## config.mk

```make
export PLATFORM = sky130hd
export DESIGN_NAME = sram_dma64
export DESIGN_NICKNAME = d
export VERILOG_FILES = /design/src/rtl/sram_dma64.sv
export SDC_FILE = /design/constraint.sdc
export NUM_CORES = 1
export LEC_CHECK = 0
export CELL_PAD_IN_SITES_DETAIL_PLACEMENT = 1
export CELL_PAD_IN_SITES_GLOBAL_PLACEMENT = 2
export CORE_MARGIN = 2
export CORE_UTILIZATION = 34
export DETAILED_ROUTE_END_ITERATION = 8
export PLACE_DENSITY = 0.95
export SYNTH_ARGS = -nofsm -noshare
export SYNTH_HDL_FRONTEND = slang
export SYNTH_SLANG_ARGS = --single-unit
```

## constraint.sdc

```tcl
create_clock -name clk -period 4.8 [get_ports clk]
set_input_delay 0.72 -clock clk [delete_from_list [all_inputs] [get_ports clk]]
set_output_delay 0.72 -clock clk [all_outputs]
set_load 0.01 [all_outputs]
```

## src/rtl/sram_dma64.sv

```systemverilog
// Block-copy initiator on the SRAM crossbar: read, capture, write per doubleword.
// Optional `SRAM_DMA_FILL_EN adds a pattern-fill mode (one write per doubleword).
module sram_dma64 #(
  parameter int LEN_ADDR = 64,
  parameter int LEN_DATA = 64,
  parameter int LEN_CNT  = 16
) (
  input  logic                  clk,
  input  logic                  resetn,
  input  logic                  start,
  input  logic [LEN_ADDR-1:0]   src_addr,
  input  logic [LEN_ADDR-1:0]   dst_addr,
  input  logic [LEN_CNT-1:0]    len,
`ifdef SRAM_DMA_FILL_EN
  input  logic                  fill,
  input  logic [LEN_DATA-1:0]   fill_data,
`endif
  output logic                  busy,
  output logic                  done,
  output logic                  err,
  output logic [LEN_ADDR-1:0]   addra,
  output logic [LEN_DATA-1:0]   dina,
  input  logic [LEN_DATA-1:0]   douta,
  output logic                  ena,
  output logic [LEN_DATA/8-1:0] wea
);

  localparam int NB = LEN_DATA / 8;

  typedef enum logic [2:0] {
    S_IDLE, S_RD, S_CAP, S_WR, S_FIN
  } state_t;

  state_t              state_q, state_d;
  logic [LEN_ADDR-1:0] src_q, src_d;
  logic [LEN_ADDR-1:0] dst_q, dst_d;
  logic [LEN_CNT-1:0]  rem_q, rem_d;
  logic                bad_q, bad_d;
  logic                fill_q, fill_d;
  logic [LEN_DATA-1:0] fdat_q, fdat_d;
  logic                busy_q, busy_d;
  logic                done_q, done_d;
  logic                err_q, err_d;
  logic                ena_q, ena_d;
  logic [NB-1:0]       wea_q, wea_d;
  logic [LEN_ADDR-1:0] addra_q, addra_d;
  logic [LEN_DATA-1:0] dina_q, dina_d;

  logic                fill_w;
  logic [LEN_DATA-1:0] fdat_w;
  logic                mis;

`ifdef SRAM_DMA_FILL_EN
  assign fill_w = fill;
  assign fdat_w = fill_data;
`else
  assign fill_w = 1'b0;
  assign fdat_w = '0;
`endif

  always_comb begin
    state_d = state_q;
    src_d   = src_q;
    dst_d   = dst_q;
    rem_d   = rem_q;
    bad_d   = bad_q;
    fill_d  = fill_q;
    fdat_d  = fdat_q;
    dina_d  = dina_q;
    busy_d  = 1'b0;
    done_d  = 1'b0;
    err_d   = 1'b0;
    ena_d   = 1'b0;
    wea_d   = '0;
    addra_d = '0;
    mis     = 1'b0;
    case (state_q)
      S_IDLE: if (start) begin
        src_d  = src_addr;
        dst_d  = dst_addr;
        rem_d  = len;
        fill_d = fill_w;
        fdat_d = fdat_w;
        mis    = (dst_addr[2:0] != 3'd0) ||
                 (!fill_w && src_addr[2:0] != 3'd0);
        bad_d  = mis;
        if (mis || len == '0) state_d = S_FIN;
        else if (fill_w)      state_d = S_WR;
        else                  state_d = S_RD;
      end
      S_RD:  state_d = S_CAP;
      S_CAP: begin
        dina_d  = douta;
        state_d = S_WR;
      end
      S_WR: begin
        src_d = src_q + LEN_ADDR'(8);
        dst_d = dst_q + LEN_ADDR'(8);
        rem_d = rem_q - LEN_CNT'(1);
        if (rem_q == LEN_CNT'(1)) state_d = S_FIN;
        else if (fill_q)          state_d = S_WR;
        else                      state_d = S_RD;
      end
      S_FIN:   state_d = S_IDLE;
      default: state_d = S_IDLE;
    endcase
    // Bus outputs are registered from the state being entered.
    case (state_d)
      S_RD: begin
        ena_d   = 1'b1;
        addra_d = src_d;
        busy_d  = 1'b1;
      end
      S_CAP: busy_d = 1'b1;
      S_WR: begin
        ena_d   = 1'b1;
        wea_d   = '1;
        addra_d = dst_d;
        busy_d  = 1'b1;
        if (fill_d) dina_d = fdat_d;
      end
      S_FIN: begin
        done_d = 1'b1;
        err_d  = bad_d;
      end
      default: ;
    endcase
  end

  always_ff @(posedge clk or negedge resetn) begin
    if (!resetn) begin
      state_q <= S_IDLE;
      src_q   <= '0;
      dst_q   <= '0;
      rem_q   <= '0;
      bad_q   <= 1'b0;
      fill_q  <= 1'b0;
      fdat_q  <= '0;
      busy_q  <= 1'b0;
      done_q  <= 1'b0;
      err_q   <= 1'b0;
      ena_q   <= 1'b0;
      wea_q   <= '0;
      addra_q <= '0;
      dina_q  <= '0;
    end else begin
      state_q <= state_d;
      src_q   <= src_d;
      dst_q   <= dst_d;
      rem_q   <= rem_d;
      bad_q   <= bad_d;
      fill_q  <= fill_d;
      fdat_q  <= fdat_d;
      busy_q  <= busy_d;
      done_q  <= done_d;
      err_q   <= err_d;
      ena_q   <= ena_d;
      wea_q   <= wea_d;
      addra_q <= addra_d;
      dina_q  <= dina_d;
    end
  end

  assign busy  = busy_q;
  assign done  = done_q;
  assign err   = err_q;
  assign ena   = ena_q;
  assign wea   = wea_q;
  assign addra = addra_q;
  assign dina  = dina_q;

endmodule

```

==> results by group <==
Finish
  – Synth-to-Final Area Change: 32.12%
  – Seq. cell area: 8658 µm²
  – Final design area excluding fillers: 22170 µm²
  – Fill cell count: 5435
  – Share of cells above drive strength 1: 5.836%
  – Multi-input gate area: 7591 µm²
  – Post-Layout Cell Count: 2686
  – # diodes: 0
  – Nets: 2211

Drt
  – Met2 WL: 30100 µm
  – Number of vias per cell: 5.771
  – First DRT Iteration DRCs: 1089
  – WL met3: 4178 µm
  – Initial DRT Pass Iterations: 5
  – # DRC: 0
  – Final WL: 64790 µm
  – Total vias in the final route: 15500
  – Highest Signal Layer: met5
  – Final ANT Viol Nets: 0
  – Routed metal-1 wirelength: 28540 µm
  – Wirelength per Cell: 24.12 µm

Logic synthesis
  – #FFs+latches synth: 346
  – Post-Syn Area: 16780 µm²
  – Async SR Flop Fraction: 100.0%
  – Number of library cell types mapped by synthesis: 73
  – Yosys top cell area share: 51.60%
  – Syn Area/Cell: 9.836 µm²
  – Most frequent cell after synthesis: dfrtp_1
  – Post-synth EDFFs: 0
  – Largest cells by area after synthesis: dfrtp_1 (52%), nand2_1 (5.5%), mux2i_1 (4.2%)
  – YS warnings: 0
  – Post-synthesis cell count: 1706
  – Top_reg_cell synth: dfrtp_1
  – Register area share after synthesis: 51.60%
  – Yosys top cell by area: dfrtp_1
  – Top cells by count, synth: dfrtp_1 (346), nand2_1 (246), o21ai_0 (130), clkbuf_1 (77), nand3_1 (77)
  – Syn_nets: 1921

Placement
  – Port bufs: 350
  – Dpl cells: 2619
  – Post-DP Area: 20910 µm²
  – Post-DP HPWL: 45620 µm
  – Routability cong.: 0.9211

CTS
  – CTS H-tree lvls: 2
  – CTS tree: yes
  – PostCTS Resize Cnt: 0
  – Setup bufs post-CTS: 0
  – Clock Path Buffers: 3
  – CTS Buf Count: 39
  – Root Driver: clkbuf_16
  – Clk Latency, worst-skew pair: 560 ps
  – Hold-fix buffers, CTS: 0
  – CTS clk-pin slew, worst paths: 60 ps
  – Clock Sinks: 346

Global routing
  – Number of global-route vias before repair: 15970
  – GRT Total Usage: 25.20%
  – Initial antenna violation count: 1
  – First-pass GRT wire length: 98570 µm
  – Total global routing overflow: 0
  – Pin count of the biggest net entering global routing: 144

Critical path
  – Setup Crit Path Kind: reg -> reg
  – CP Capture Type: register
  – Critical path data arrival time: 3870 ps
  – Crit-path max FO: 15
  – Critical path launch point type: register
  – CP required: 5290 ps
  – Worst R2R Path Depth: 7

Floorplan
  – Initial Util: 34.35%
  – Width of the die: 226.2 µm
  – Std cell rows: 81
  – Core area: 48850 µm²
  – Die height: 226.2 µm
  – IO Pins: 351
  – Die Area: 51150 µm²

Power and ir drop
  – Maximum vdd drop: 0.5093 mV
  – PD cells: 605.6 nW/µm²
  – Pleak: 8.956 nW

STA
  – Fin crit share: 70.46%
  – Slew HR: 17.87%
  – Min Clock Period, post-route: 3382 ps
  – Hold_ws: 217.2 ps
  – Setup violators final: 0
  – Fmax: 295.7 MHz
  – Layout Skew: 19.53 ps
  – Unrepaired setup endpoints after global routing: no
  – Worst Tran Pin Value: 1229 ps
  – Final hold violation count: 0
  – TNS Setup: 0 ps
  – Max-slew violation count: 0

Run
  – Maxcap violations: 0

Status
  – Status: finished clean

Min path
  – Worst hold-check path type: in -> async
-- worst paths after layout --
path                       startpoint        end  slack [ps]
max                         src_q[12]  addra[46]        1420
min                            resetn   dina[25]         220
max reg2reg                 src_q[12]  addra[46]        1420
min reg2reg                fdat_q[11]   dina[11]         470
max in group asynchronous      resetn   dina[45]        3330
min in group clk           fdat_q[11]   dina[11]         470
-- power by group --
group | total (mW) | leakage [nW] | internal [mW] | switching [mW]
Combinational | 5.41 | 3.89 | 2.35 | 3.07
Clock | 3.03 | 0.619 | 1.77 | 1.26
Sequential | 4.99 | 4.44 | 3.93 | 1.06
-- layout make-up --
class                      count  area share, %
inverter                      18         0.3048
multi-input combinational   1221          34.24
sequential                   346          39.05
timing repair buffer         370          16.95
clock buffer                  53          4.955
clock inverter                14         0.7450
tap                          664          3.747
-- layer usage --
metal / up-vias / global-route usage [%]
li1: 6940 / -
met1: 7866 / 33.88
met2: 580 / 41.34
met3: 113 / 4.632
met4: 2 / 7.640
met5: - / 0
-- metrics by stage --
stage	utilization [%]	total power, mW	setup WS [ps]
CTS	45.38	13.49	1457
detailed placement	42.80	10.37	1178
global placement	42.80	10.12	1229
finish	45.38	13.43	1418
floorplan	-	7.752	2320
global route	45.38	14.21	1221
-- critical path: stages (launching register included) --
cell     delay (ps)
dfrtp_1         480
and3_1          240
nand4_1         400
nor4_4         1000
nand2_1         280
or4_1           520
nand3_1         200
a22o_1          170
-- cell families (layout without fill, tap and decap cells) --
| logic type | count (synthesis) | count (layout) | synth area share [%] |
|---|---|---|---|
| simple gates | 698 | 698 | 21.71 |
| flops | 346 | 346 | 51.60 |
| fa+ha+maj | 4 | 4 | 0.2983 |
| buf+inv | 139 | 455 | 3.482 |
| mux | 70 | 70 | 4.176 |
| compound gates | 446 | 446 | 18.58 |
| xor+xnor | 3 | 3 | 0.1566 |
-- sequential cells by signal, indices dropped and copies added (netlist names) --
signal / flops
addra: 64
bad_q: 1
busy: 1
dina: 64
done: 1
dst_q: 64
ena: 1
err: 1
fdat_q: 64
fill_q: 1
rem_q: 16
src_q: 64
state_q: 3
wea: 1
-- cells in the final DEF (no fill, tap or decap), drive strengths merged, types with 19 or more instances in the layout --
cell type        n
and3            24
nand3           79
or3             19
nor4            39
nor2            71
o21ai          154
nor3            41
nand2          246
clkdlybuf4s50  349
clkbuf          53
a221o           35
a21oi           36
o311ai          35
inv             21
mux2i           70
dfrtp          346
buf             21
nand4           43
a22o            66
a31oi           21
and2            75
(Power assumes the default switching activity.)
